--- src/rtl/data_memory_arbiter.sv ---
// Round-robin arbiter sharing one single-port data memory between the CPU path (port 0)
// and the debug/DMA loader (port 1); one memory cycle per granted transaction.
module data_memory_arbiter #(
  parameter int DATA_WIDTH = 32,
  parameter int ADDR_WIDTH = 32
) (
  input  logic                  clk,
  input  logic                  reset,
  input  logic                  m0_req,
  input  logic                  m0_we,
  input  logic [ADDR_WIDTH-1:0] m0_addr,
  input  logic [DATA_WIDTH-1:0] m0_wdata,
  output logic                  m0_ack,
  output logic [DATA_WIDTH-1:0] m0_rdata,
  input  logic                  m1_req,
  input  logic                  m1_we,
  input  logic [ADDR_WIDTH-1:0] m1_addr,
  input  logic [DATA_WIDTH-1:0] m1_wdata,
  output logic                  m1_ack,
  output logic [DATA_WIDTH-1:0] m1_rdata,
  output logic                  mem_write,
  output logic                  mem_read,
  output logic [ADDR_WIDTH-1:0] mem_addr,
  output logic [DATA_WIDTH-1:0] mem_wdata,
  input  logic [DATA_WIDTH-1:0] mem_rdata
);

  typedef enum logic [1:0] {
    Idle   = 2'd0,
    Access = 2'd1,
    Done   = 2'd2
  } stateT;

  stateT                 state;
  logic                  lastGrant;
  logic                  curPort;
  logic                  curWe;
  logic                  pickOne;
  logic [1:0]            weVec;
  logic [ADDR_WIDTH-1:0] addrArr  [2];
  logic [DATA_WIDTH-1:0] wdataArr [2];
  logic [DATA_WIDTH-1:0] rdataArr [2];
  logic                  ackArr   [2];

  assign weVec       = {m1_we, m0_we};
  assign addrArr[0]  = m0_addr;
  assign addrArr[1]  = m1_addr;
  assign wdataArr[0] = m0_wdata;
  assign wdataArr[1] = m1_wdata;

  // Port 1 wins when it is the only requester, or on a tie when port 0 had the last grant.
  assign pickOne = m1_req & (~m0_req | ~lastGrant);

  always_ff @(posedge clk or negedge reset) begin
    if (!reset) begin
      state     <= Idle;
      lastGrant <= 1'b1;
      curPort   <= 1'b0;
      curWe     <= 1'b0;
      mem_write <= 1'b0;
      mem_read  <= 1'b0;
      mem_addr  <= '0;
      mem_wdata <= '0;
    end else begin
      case (state)
        Idle: begin
          if (m0_req || m1_req) begin
            curPort   <= pickOne;
            curWe     <= weVec[pickOne];
            mem_addr  <= addrArr[pickOne];
            mem_wdata <= wdataArr[pickOne];
            mem_write <= weVec[pickOne];
            mem_read  <= ~weVec[pickOne];
            state     <= Access;
          end
        end
        Access: begin
          mem_write <= 1'b0;
          mem_read  <= 1'b0;
          state     <= Done;
        end
        Done: begin
          lastGrant <= curPort;
          state     <= Idle;
        end
        default: begin
          mem_write <= 1'b0;
          mem_read  <= 1'b0;
          state     <= Idle;
        end
      endcase
    end
  end

  // Per-port completion: ack is high only in DONE, read data captured as ACCESS closes.
  for (genvar gi = 0; gi < 2; gi++) begin : gPort
    logic hit;
    assign hit = (state == Access) && (curPort == 1'(gi));

    always_ff @(posedge clk or negedge reset) begin
      if (!reset) begin
        ackArr[gi]   <= 1'b0;
        rdataArr[gi] <= '0;
      end else begin
        ackArr[gi] <= hit;
        if (hit && !curWe) begin
          rdataArr[gi] <= mem_rdata;
        end
      end
    end
  end

  assign m0_ack   = ackArr[0];
  assign m1_ack   = ackArr[1];
  assign m0_rdata = rdataArr[0];
  assign m1_rdata = rdataArr[1];

endmodule

--- config.mk ---
export PLATFORM = sky130hd
export DESIGN_NAME = data_memory_arbiter
export DESIGN_NICKNAME = d
export VERILOG_FILES = /design/src/rtl/data_memory_arbiter.sv
export SDC_FILE = /design/constraint.sdc
export NUM_CORES = 1
export LEC_CHECK = 0
export CAP_MARGIN = 20
export CORE_ASPECT_RATIO = 0.5
export CORE_UTILIZATION = 44
export CTS_CLUSTER_DIAMETER = 80
export DETAILED_ROUTE_END_ITERATION = 6
export GPL_TIMING_DRIVEN = 1
export PLACE_DENSITY = 0.84
export SLEW_MARGIN = 25
export SYNTH_ARGS = -nofsm -noshare
export SYNTH_HDL_FRONTEND = slang
export SYNTH_SLANG_ARGS = --single-unit
--- constraint.sdc ---
create_clock -name clk -period 4 [get_ports clk]
set_input_delay 0.4 -clock clk [delete_from_list [all_inputs] [get_ports clk]]
set_output_delay 0.4 -clock clk [all_outputs]
set_load 0.02 [all_outputs]
==> results by group, run 1 <==
Outcome
  • Status: completed

Critical path
  • Worst Setup Start Kind: input port
  • Critical Path Sink: mem_addr[7]
  • R2r setup slk: 1.86 ns
  • Worst endpoint required time: 4.29 ns
  • Worst setup path category: input port to register
  • Worst Path Max Fanout: 37
  • Worst r2r src: lastGrant
  • Critical Path Source: m0_req
  • CP Capture Type: register
  • FF-to-FF End: mem_addr[7]
  • Reg2reg path depth: 4
  • Crit path DAT: 2.46 ns

Yosys
  • Post-synth EDFFs: 0
  • Post-Syn Area per Cell: 16.27 µm²
  • Seq cells post-synth: 137
  • Register area share after synthesis: 56.67%
  • Ys Warns: 0
  • Synthesized netlist cell count: 372
  • Primary FF master, synth: dfrtp_1
  • Synth async-reset ratio: 100.0%
  • Post-synth cell types: 21
  • Largest cells by area after synthesis: dfrtp_1 (56%), mux2_2 (26%), mux2_4 (12%)
  • Cell taking the most area after synthesis: dfrtp_1
  • Most frequent cells after synthesis: mux2_2 (140), dfrtp_1 (136), mux2_4 (48), buf_2 (13)
  • Net count after synthesis: 538
  • Most common cell in the netlist: mux2_2
  • Yosys top cell area share: 56.23%
  • Area of the mapped netlist: 6052 µm²

Floorplanning
  • Die area: 14260 µm²
  • Die W: 167.9 µm
  • Initial Util: 46.46%
  • Height of the chip: 84.93 µm
  • IO Count: 298
  • Cell Rows: 29
  • Core Area: 13030 µm²

Routing
  • Initial DRC count: 240
  • Via density: 4.918
  • WL per Instance: 19.31 µm
  • Vias post-DR: 4215
  • Drt total wl: 16550 µm
  • DRT Pass-1 Iters: 4
  • DRC violations left: 0
  • Number of routed nets with antenna violations: 0

Layout
  • Fin area: 9758 µm²
  • Nets: 840
  • Layout cells sized above 1: 33.77%
  • Diode count: 0
  • Area growth from synthesis to layout: 61.24%

Timing
  • Worst slew pin tran: 0.8872 ns
  • Tmin final: 2.177 ns
  • Fmax: 459.4 MHz
  • Unrepaired setup endpoints after global routing: no
  • Skew final: 0.01571 ns
  • Fin. max-slew vios: 0
  • Fin. Hold Viols: 0
  • Final setup fails: 0
  • Period utilisation layout: 54.42%
  • Total negative slack: 0 ns
  • Slew margin rel.: 40.85%

Clock tree
  • Max clock buf depth: 2
  • Worst-Skew Late Latency: 0.41 ns
  • Clk slew on worst S/H paths: 0.07 ns
  • TritonCTS clock tree: done
  • Num CTS Buffers: 17
  • CTS Hold Bufs: 0
  • Clock sink count: 137
  • Setup bufs post-CTS: 0
  • Root Driver: clkbuf_16
  • H-Tree Level Count: 4
  • CTS resizes: 0

Power
  • VDD IR max: 0.4077 mV
  • Pwr dens: 820.1 nW/µm²
  • LEAKAGE: 4.129 nW

Placement
  • Post-DP Area: 9191 µm²
  • Routability congestion estimate: 0.7608
  • IO buf count: 297
  • HPWL after DPL: 11830 µm

GRT
  • Tot GR Track Use: 23.85%
  • Vias in the first global route: 4660
  • First-pass GRT wire length: 25890 µm
  • GRT Residual Overflow: 0
  • Initial antenna violation count: 0
  • Largest net degree at the start of global routing: 98

Job
  • Max_cap viols: 0

Worst hold path
  • Hold Path Class: input port to async pin
[through the flow]
step	cells	setup WS (ns)	power (mW)	utilization [%]	hold WS [ns]
after floorplan	372	2.387	4.628	-	0.1044
after global placement	825	1.455	6.422	70.56	0.4677
after detailed placement	825	1.416	6.527	70.56	0.4757
after CTS	857	1.837	8.074	74.91	0.1141
after global routing	857	1.764	8.360	74.91	0.1464
final	857	1.823	8.003	74.91	0.06966
[how the worst min path moves through the flow]
stage / from / endpoint / slack [ns] / cells after the start
floorplan: reset / curPort / 0.10 / 0
global placement: m0_rdata[7] / m0_rdata[7] / 0.47 / 1
detailed placement: m0_rdata[7] / m0_rdata[7] / 0.48 / 1
CTS: reset / m0_rdata[7] / 0.11 / 1
global route: reset / m0_rdata[7] / 0.15 / 1
finish: reset / m0_rdata[2] / 0.07 / 1
[cells in the final DEF (no fill, tap or decap)]
| cell type | Yosys | routed |
|---|---|---|
| dfstp_2 | 1 | 1 |
| mux2_2 | 140 | 140 |
| clkbuf_16 | 0 | 17 |
| o21bai_1 | 1 | 1 |
| nor3_4 | 0 | 2 |
| clkbuf_8 | 0 | 1 |
| mux2i_1 | 2 | 2 |
| buf_4 | 2 | 4 |
| mux2_1 | 4 | 4 |
| clkinvlp_4 | 0 | 2 |
| nand3_1 | 1 | 1 |
| buf_6 | 5 | 1 |
| nand2b_1 | 1 | 1 |
| clkinv_4 | 0 | 4 |
| dfrtp_1 | 136 | 136 |
| a32o_1 | 1 | 1 |
| o32ai_1 | 1 | 1 |
| clkdlybuf4s50_1 | 0 | 296 |
| inv_1 | 5 | 5 |
| nor2_1 | 3 | 3 |
| a21bo_4 | 0 | 1 |
| mux2_4 | 48 | 48 |
| inv_2 | 1 | 1 |
| o21ai_0 | 3 | 3 |
| o31ai_1 | 1 | 1 |
| inv_8 | 0 | 3 |
| inv_6 | 0 | 5 |
| buf_12 | 0 | 2 |
[power breakdown]
| group | total [mW] | internal [mW] | leakage (nW) | switching [mW] |
|---|---|---|---|---|
| Sequential | 2.49 | 2.10 | 1.63 | 0.391 |
| Combinational | 4.01 | 2.19 | 2.23 | 1.82 |
| Clock | 1.49 | 0.837 | 0.274 | 0.658 |
[layout make-up]
| type | count | area (µm²) |
|---|---|---|
| Timing Repair Buffer | 303 | 3044 |
| Fill cell | 873 | 3268 |
| Inverter | 6 | 22.52 |
| Clock buffer | 18 | 439.2 |
| Tap cell | 170 | 212.7 |
| Sequential cell | 137 | 3430 |
| Clock inverter | 14 | 127.6 |
| Multi-Input combinational cell | 209 | 2482 |
[registers in the layout (all words and copies together), names as in the netlist]
| name | flops |
|---|---|
| curPort | 1 |
| curWe | 1 |
| lastGrant | 1 |
| m0_ack | 1 |
| m0_rdata | 32 |
| m1_ack | 1 |
| m1_rdata | 32 |
| mem_addr | 32 |
| mem_read | 1 |
| mem_wdata | 32 |
| mem_write | 1 |
| state | 2 |
[kinds of logic after synthesis]
| logic type | share of synthesized area, % |
|---|---|
| AO/OA/AOI/OAI | 0.9717 |
| buffers and inverters | 2.625 |
| flip-flops | 56.67 |
| multiplexers | 39.03 |
| AND/OR/NAND/NOR | 0.7029 |
[per-layer routing]
| metal | wire, µm | up-vias | global-route usage [%] |
|---|---|---|---|
| met1 | 6478 | 2137 | 27.13 |
| met3 | 507 | 24 | 4.524 |
| met4 | 380 | 0 | 9.425 |
| met5 | 0 | - | 0 |
| li1 | - | 1947 | - |
| met2 | 9179 | 107 | 44.73 |
[worst max-delay path, stage by stage]
cell,delay (ns)
clkdlybuf4s50_1,0.53
a21bo_4,0.53
buf_12,0.33
mux2_2,0.37
mux2_2,0.26
No activity file was read; power rests on OpenSTA's default activity.
==> run 2: changes to the inputs <==
Settings changed: CORE_UTILIZATION 44 to 37, PLACE_DENSITY 0.84 to 0.75.
Clock period 4 ns to 1.9 ns, I/O delays scaled along.
==> results by group, run 2 (same netlist as run 1, synthesis figures left out) <==
Critical path
  • Worst Setup Start Kind: register
  • Slowest cell delay on critical path: 0.42 ns
  • CP Capture Type: register
  • Worst setup path category: register to register
  • WP buf/inv: 1
  • Worst Path Max Fanout: 32
  • Crit path DAT: 1.96 ns
  • Slowest stage cell, crit path: dfrtp_1
  • Top Family by Delay on Critical Path: simple AND/OR/NAND/NOR gates
  • Worst endpoint required time: 2.18 ns
  • CP Cell Sequence: nand2b_1, nor3_4, buf_12, mux2_2

Layout
  • Diode count: 0
  • Final Non-Filler Cells: 914
  • Nets: 846
  • Layout cells sized above 1: 34.05%
  • Most frequent cells in the layout: clkdlybuf4s50_1 (296), mux2_2 (140), dfrtp_1 (136), mux2_4 (48), clkbuf_16 (17)
  • Fillers: 1239
  • Fin area: 9946 µm²
  • Commonest non-fill, non-tap cell in the layout: clkdlybuf4s50_1
  • Area growth from synthesis to layout: 64.34%

Clock tree
  • Clock sink count: 137
  • Num CTS Buffers: 17
  • TritonCTS clock tree: done
  • Worst-Skew Late Latency: 0.41 ns
  • Max clock buf depth: 2
  • Clk slew on worst S/H paths: 0.06 ns
  • Root Driver: clkbuf_16
  • H-Tree Level Count: 4

Worst hold path
  • Hold Path Class: input port to async pin

Timing
  • Worst slew pin tran: 0.5273 ns
  • Final setup fails: 0
  • Fin. Hold Viols: 0
  • Fmax: 597.4 MHz
  • Fin. max-slew vios: 0
  • Slew margin rel.: 64.85%
  • Total negative slack: 0 ns
  • Skew final: 0.01120 ns
  • Period utilisation layout: 88.09%
  • Unrepaired setup endpoints after global routing: no
  • Tmin final: 1.674 ns

Floorplanning
  • Core Area: 15700 µm²
  • IO Count: 298
  • Die area: 16900 µm²
  • Cell Rows: 32
  • Height of the chip: 92.44 µm
  • Die W: 182.9 µm
  • Initial Util: 38.56%

Outcome
  • Status: completed

Routing
  • Via density: 4.604
  • Initial DRC count: 96
  • Drt total wl: 16420 µm
  • WL per Instance: 17.97 µm
  • DRT Pass-1 Iters: 4
  • Vias post-DR: 4208
  • Number of routed nets with antenna violations: 0
  • DRC violations left: 0

GRT
  • Tot GR Track Use: 20.09%
  • First-pass GRT wire length: 25830 µm
  • GRT Residual Overflow: 0
  • Largest net degree at the start of global routing: 56
  • Vias in the first global route: 4647
  • Initial antenna violation count: 0

Power
  • Pwr dens: 1708 nW/µm²
  • VDD IR max: 0.9618 mV
  • LEAKAGE: 4.166 nW

Placement
  • IO buf count: 297
  • Placed cell count: 881
  • Routability congestion estimate: 0.7590
  • HPWL after DPL: 12170 µm
  • Post-DP Area: 9368 µm²

Job
  • Max_cap viols: 0
[run 2: cell types whose count changed in the layout (fill, tap and decap cells not counted), sizes merged]
cell	change
inv	-1
clkinvlp	+4
buf	+5
clkinv	-4
bufinv	+1
dlygate4sd3	+1
[run 2: layer usage]
metal / vias to the layer above / track usage (%) / part of all wire, %
met5: - / 0 / 0
met1: 2164 / 22.87 / 39
met3: 12 / 3.696 / 2.5
met2: 78 / 38.61 / 57
met4: 0 / 5.556 / 0.85
li1: 1954 / - / -
[run 2: cell type report]
cell class	count	area, µm²	area share, %
clock inverter	14	138.9	1.396
sequential	137	3430	34.48
inverter	6	22.52	0.2264
tap	221	276.5	2.780
multi-input combinational	209	2482	24.96
timing repair buffer	309	3167	31.84
clock buffer	18	429.2	4.315
[run 2: what timing repair did]
item                                   4_1_cts  5_1_grt
setup buffers                                0        0
gates resized for setup                      0        0
hold buffers                                 1        0
endpoints found under the hold margin       52        0
[run 2: power breakdown]
group          total [mW]  switching [mW]  internal, mW
Combinational        8.56            3.83          4.72
Clock                3.20            1.36          1.83
Sequential           5.24           0.807          4.43
[run 2: worst reg2reg max path: cells and delay by family (launching register included)]
kind / cells / cell delay [ns]
buf+inv: 1 / 0.24
mux: 1 / 0.38
flops: 1 / 0.42
simple gates: 2 / 0.53
[run 2: path summary, 6_finish.rpt]
kind,end,cells after the start,slack [ns],start
setup / recovery,m0_rdata[15],4,0.23,state[1]
hold / removal,m1_rdata[5],2,0.31,reset
setup reg to reg,m0_rdata[15],4,0.23,state[1]
hold reg to reg,m0_rdata[7],1,0.49,m0_rdata[7]
max in group asynchronous,m0_rdata[11],3,0.92,reset
min in group clk,m1_rdata[11],2,0.41,mem_rdata[11]
[run 2: metrics by stage]
step           util, %  hold WS (ns)  total power, mW  setup WS [ns]
6_report         63.37        0.3127            16.99         0.2262
3_3_place_gp     59.69        0.1884            13.73        0.04004
4_1_cts          63.37        0.3169            17.23         0.2103
5_1_grt          63.37        0.3543            17.85         0.1684
3_5_place_dp     59.69        0.1856            13.91        0.02142
2_1_floorplan        -       -0.1056            9.744         0.2873
==> run 3: changes to the inputs <==
Settings changed: TNS_END_PERCENT set to 50.
==> results of run 3 <==
No change in the layout: final DEF, timing and power equal those of run 2.
